### config.mk
export PLATFORM = sky130hd
export DESIGN_NAME = main_fsm
export DESIGN_NICKNAME = d
export VERILOG_FILES = /design/src/rtl/main_fsm.sv
export SDC_FILE = /design/constraint.sdc
export NUM_CORES = 1
export LEC_CHECK = 0
export CAP_MARGIN = 20
export CELL_PAD_IN_SITES_DETAIL_PLACEMENT = 0
export CELL_PAD_IN_SITES_GLOBAL_PLACEMENT = 1
export CORE_MARGIN = 3
export CORE_UTILIZATION = 42
export DETAILED_ROUTE_END_ITERATION = 8
export DONT_BUFFER_PORTS = 1
export GPL_TIMING_DRIVEN = 0
export PLACE_DENSITY_LB_ADDON = 0.08
export SLEW_MARGIN = 20
export SYNTH_ARGS = -nofsm -noshare
export SYNTH_HDL_FRONTEND = slang
export SYNTH_SLANG_ARGS = --single-unit
### constraint.sdc
create_clock -name clk -period 2.6 [get_ports clk]
set_input_delay 0.26 -clock clk [delete_from_list [all_inputs] [get_ports clk]]
set_output_delay 0.26 -clock clk [all_outputs]
set_load 0.01 [all_outputs]
### src/rtl/main_fsm.sv
// main_fsm: multicycle RISC-V control FSM stepping fetch/decode/execute/memory/writeback one state per cycle
// Ports: clk; reset (synchronous, active-high); op, Zero, MemReady in;
//   ALUOp, ALUSrcA, ALUSrcB, ResultSrc, AdrSrc, IRWrite, PCWrite, RegWrite, MemWrite datapath controls out;
//   InstRet retired-instruction count; Illegal sticky illegal-opcode flag.
// Params: USE_MEM_READY makes FETCH/MEMREAD/MEMWRITE wait for MemReady; ICOUNT_W sets InstRet width.
// Define ILLEGAL_TRAP_EN to park unlisted opcodes in a terminal ILLEGAL state; otherwise they retire as NOPs.
module main_fsm #(
  parameter bit USE_MEM_READY = 1'b1,
  parameter int ICOUNT_W = 32
) (
  input  logic                clk,
  input  logic                reset,
  input  logic [6:0]          op,
  input  logic                Zero,
  input  logic                MemReady,
  output logic [1:0]          ALUOp,
  output logic [1:0]          ALUSrcA,
  output logic [1:0]          ALUSrcB,
  output logic [1:0]          ResultSrc,
  output logic                AdrSrc,
  output logic                IRWrite,
  output logic                PCWrite,
  output logic                RegWrite,
  output logic                MemWrite,
  output logic [ICOUNT_W-1:0] InstRet,
  output logic                Illegal
);
  typedef enum logic [3:0] {
    FETCH, DECODE, MEMADR, MEMREAD, MEMWB, MEMWRITE,
    EXECUTER, EXECUTEI, ALUWB, BEQ, JAL, ILLEGAL
  } state_t;
  typedef struct packed {
    logic [1:0] alu_op;
    logic [1:0] src_a;
    logic [1:0] src_b;
    logic [1:0] res_src;
    logic       adr_src;
    logic       ir_write;
    logic       pc_update;
    logic       branch;
    logic       reg_write;
    logic       mem_write;
  } ctl_t;
  localparam ctl_t CTL_FETCH = '{alu_op: 2'b00, src_a: 2'b00, src_b: 2'b10, res_src: 2'b10,
                                 adr_src: 1'b0, ir_write: 1'b1, pc_update: 1'b1,
                                 branch: 1'b0, reg_write: 1'b0, mem_write: 1'b0};
  state_t state_q, state_d;
  ctl_t ctl_q, ctl_d, ctl;
  logic [ICOUNT_W-1:0] inst_ret_q, inst_ret_d;
  logic ready, retire;
  assign ready = USE_MEM_READY ? MemReady : 1'b1;
  always_comb begin
    state_d = state_q;
    case (state_q)
      FETCH:    state_d = ready ? DECODE : FETCH;
      DECODE:
        case (op)
          7'b0000011, 7'b0100011: state_d = MEMADR;
          7'b0110011:             state_d = EXECUTER;
          7'b0010011:             state_d = EXECUTEI;
          7'b1101111:             state_d = JAL;
          7'b1100011:             state_d = BEQ;
`ifdef ILLEGAL_TRAP_EN
          default:                state_d = ILLEGAL;
`else
          default:                state_d = FETCH;
`endif
        endcase
      MEMADR:   state_d = op[5] ? MEMWRITE : MEMREAD;
      MEMREAD:  state_d = ready ? MEMWB : MEMREAD;
      MEMWB:    state_d = FETCH;
      MEMWRITE: state_d = ready ? FETCH : MEMWRITE;
      EXECUTER: state_d = ALUWB;
      EXECUTEI: state_d = ALUWB;
      JAL:      state_d = ALUWB;
      ALUWB:    state_d = FETCH;
      BEQ:      state_d = FETCH;
      ILLEGAL:  state_d = ILLEGAL;
      default:  state_d = FETCH;
    endcase
  end
  always_comb begin
    ctl_d = '0;
    case (state_d)
      FETCH:    ctl_d = CTL_FETCH;
      DECODE:   begin ctl_d.src_a = 2'b01; ctl_d.src_b = 2'b01; end
      MEMADR:   begin ctl_d.src_a = 2'b10; ctl_d.src_b = 2'b01; end
      MEMREAD:  ctl_d.adr_src = 1'b1;
      MEMWB:    begin ctl_d.res_src = 2'b01; ctl_d.reg_write = 1'b1; end
      MEMWRITE: begin ctl_d.adr_src = 1'b1; ctl_d.mem_write = 1'b1; end
      EXECUTER: begin ctl_d.src_a = 2'b10; ctl_d.alu_op = 2'b10; end
      EXECUTEI: begin ctl_d.src_a = 2'b10; ctl_d.src_b = 2'b01; ctl_d.alu_op = 2'b10; end
      ALUWB:    ctl_d.reg_write = 1'b1;
      BEQ:      begin ctl_d.src_a = 2'b10; ctl_d.alu_op = 2'b01; ctl_d.branch = 1'b1; end
      JAL:      begin ctl_d.src_a = 2'b01; ctl_d.src_b = 2'b10; ctl_d.pc_update = 1'b1; end
      default:  ctl_d = '0;
    endcase
  end
  assign retire = (state_q != FETCH) && (state_d == FETCH);
  assign inst_ret_d = inst_ret_q + ICOUNT_W'(retire);
  always_ff @(posedge clk) begin
    if (reset) begin
      state_q <= FETCH;
      ctl_q <= CTL_FETCH;
      inst_ret_q <= '0;
    end else begin
      state_q <= state_d;
      ctl_q <= ctl_d;
      inst_ret_q <= inst_ret_d;
    end
  end
`ifdef ILLEGAL_TRAP_EN
  logic illegal_q, illegal_d;
  assign illegal_d = illegal_q | (state_d == ILLEGAL);
  always_ff @(posedge clk) begin
    if (reset) illegal_q <= 1'b0;
    else illegal_q <= illegal_d;
  end
  assign Illegal = illegal_q;
`else
  assign Illegal = 1'b0;
`endif
  assign ctl = reset ? '0 : ctl_q;
  assign ALUOp = ctl.alu_op;
  assign ALUSrcA = ctl.src_a;
  assign ALUSrcB = ctl.src_b;
  assign ResultSrc = ctl.res_src;
  assign AdrSrc = ctl.adr_src;
  assign IRWrite = ctl.ir_write & ready;
  assign PCWrite = (ctl.pc_update & ~(ctl.ir_write & ~ready)) | (ctl.branch & Zero);
  assign RegWrite = ctl.reg_write;
  assign MemWrite = ctl.mem_write;
  assign InstRet = inst_ret_q;
endmodule

==> impl_metrics.ini <==
[run_status]
status = finished with violations
violations = negative setup slack

[cts]
htreeDepth = 2
cts_hold_buf = 0
cts_sinks = 50
clk_pin_slew_worst_paths_ns = 0.09
max-clock-path-buffers = 2
root_buffer = clkbuf_8
cts_buffers = 5
cts_tree = done
clock_latency_ns = 0.30

[critical_path]
cp_slowest_stage_delay_ns = 0.40
startpoint_type = register
reg2reg_slack_ns = -0.19
cp_max_fo = 7
crit_top_cell = or3_1
path_cells = mux2_4, a22o_4, a41oi_4, nand2_2, nor3_2, ha_2, ha_4, nand3_2, or3_1, or3_1, a21oi_1
r2r-end = InstRet[20]$_SDFF_PP0_
worstPathArrival_ns = 3.03
crit_start = state_q[0]$_SDFF_PP0_
cp.required_ns = 2.83
critPathKind = register to register
crit_slowest_cell = dfxtp_4
crit_path_end_kind = register
reg2reg_from = state_q[0]$_SDFF_PP0_
r2r_cells = 11
cp-endpoint = InstRet[20]$_SDFF_PP0_

[placement]
port_buffers = 0
routabilityCongestion = 0.723
place_ws_ns = -0.442
dp_hpwl_um = 3470
dpl_cell_area_um2 = 2460

[floorplanning]
core_um2 = 5240
io_pins = 57
start_util_pct = 44.7
dieWidth_um = 80.6
dieArea_um2 = 6500
die_h_um = 80.6
rows = 26

[timing]
rsz0062_at_grt = yes
timing.final.ws_setup_ns = -0.192
setup_tns_ns = -1.42
clock_skew_ns = 0.00501
fmaxAchievable_mhz = 358
hold_viol = 0
worstMarginPinSlew_ns = 0.801
post-route-period-util_pct = 107
finalMaxSlewViolations = 0
period_needed_ns = 2.79
setup_violations = 15
max_slew_margin_pct = 46.1

[grt]
top_usage_layer = met2
grt_use_met1_pct = 24.1
grt_use_total_pct = 17.2
grt_pass1_vias = 1707
grt.overflow.total = 0
met2_usage_pct = 25.2
antenna_found_initial = 0
grt_pass1_wl_um = 8610
grt_max_degree = 15
use_met3_pct = 5.38

[logic_synthesis]
synth_area_per_cell_um2 = 9.25
ys_warn_count = 0
synth.cell_area_um2 = 2340
seq_area_frac_synth_pct = 42.8
synth_cell_types = 50
synth_ff_type = dfxtp_1
synthesis.instances = 253
ys_seq_elements = 50
syn_nets = 266
async_flop_share_pct = 0
synth-edff-count = 0

[finish]
final_cell_mix = dfxtp_1, nor2_1, xor2_1, buf_4, nor2b_1
area_delta_synth_final_pct = 20.3
post-route-cell-area_um2 = 2820
fin_nets = 291
register_area_um2 = 1010
layout_commonest_cell = dfxtp_1
multi_input_area_um2 = 1380
n_fill_cell = 509
layout-drive-gt1-share_pct = 23.0
n_antenna_cell = 0

[routing]
dr.pass1.iters = 4
drc_errors = 0
wirelength_um = 5160
via_per_inst = 5.18
drtAntennaViolNets = 0
wl_per_cell_um = 14.8
drtIter0Drc = 59
vias = 1803

[run]
max_cap_violations = 0

[hold_path]
worstHoldPathType = input port to register

[power]
peakVddDrop_mv = 0.200
leakagePower_uw = 0.00110
powerDensity_nw_per_um2 = 510
==> worst min path at each step <==
stage | cells after the start | startpoint | endpoint | slack, ns
floorplan | 1 | reset | state_q[0]$_SDFF_PP0_ | 0.35
global placement | 1 | reset | state_q[0]$_SDFF_PP0_ | 0.37
detailed placement | 1 | reset | state_q[0]$_SDFF_PP0_ | 0.36
CTS | 1 | reset | state_q[0]$_SDFF_PP0_ | 0.03
global route | 1 | reset | state_q[0]$_SDFF_PP0_ | 0.03
finish | 1 | reset | state_q[0]$_SDFF_PP0_ | 0.04
==> cell type report <==
type | count | area share (%)
multi-input combinational | 189 | 49.1
sequential | 50 | 36.0
timing repair buffer | 20 | 5.87
tap | 70 | 3.11
clock buffer | 6 | 2.93
buffer | 8 | 1.47
clock inverter | 1 | 1.07
inverter | 4 | 0.533
==> layer usage <==
layer,vias to the layer above,routed length [um],share of wire [%]
li1,916,-,-
met1,843,2540,49
met2,37,2230,43
met3,7,330,6.4
met4,0,65,1.3
met5,-,0,0
==> synthesized netlist by cell type, types with 3 or more instances <==
cell type  number  area share, %
and4_1          3            1.1
dfxtp_1        50             43
or3_1           3           0.80
nand4_1         6            1.6
buf_6           3            1.4
a21o_1          3           0.96
clkbuf_1        6           0.96
nand3b_1        3           0.96
inv_1           4           0.64
nand2_1        16            2.6
xor2_1         24            9.0
nor4_1          3           0.80
o21ai_0         3           0.64
xnor2_1         5            1.9
nor2b_1        16            4.3
nand3_1        14            3.0
nor2_1         37            5.9
nor3_1          6            1.3
and3_1          3           0.80
nor3b_1         5            1.6
a21oi_1         5            1.1
==> worst max-delay path: cells and delay by family (launching register included) <==
| family | cells | cell delay (ns) |
|---|---|---|
| mux | 1 | 0.31 |
| fa+ha+maj | 2 | 0.42 |
| compound gates | 3 | 0.58 |
| flops | 1 | 0.40 |
| simple gates | 5 | 1.02 |
==> sequential cells by signal (all words and copies together) (netlist names) <==
signal,cells
state_q,4
ctl_q,14
InstRet,32
==> power by group <==
part	switching [uW]	internal, uW
clock network	255	308
logic	49.5	44.3
registers	6.36	772
==> metrics by stage <==
step	instances	total power (uW)	hold slack, ns	utilization [%]
2_1_floorplan	253	864	0.351	-
3_3_place_gp	323	878	0.367	47.0
3_5_place_dp	323	879	0.364	47.0
4_1_cts	349	1450	0.0266	52.6
5_1_grt	348	1490	0.0274	53.8
6_report	348	1440	0.0409	53.8
==> cells by family after synthesis <==
family | after synthesis | share of synthesized area [%]
AO/OA/AOI/OAI | 24 | 8.13
AND/OR/NAND/NOR | 131 | 32.4
flip-flops | 50 | 42.8
XOR/XNOR | 29 | 10.9
other | 1 | 0.160
buffers and inverters | 14 | 3.37
adder cells (fa/ha/maj) | 2 | 1.07
multiplexers | 2 | 1.28
==> repair_timing <==
action	CTS	global route
cloned	0	0
setup endpoints to repair	23	33
pin swaps	8	13
gates resized for setup	9	18
buffers inserted	19	7
No activity file was read; power rests on OpenSTA's default activity.
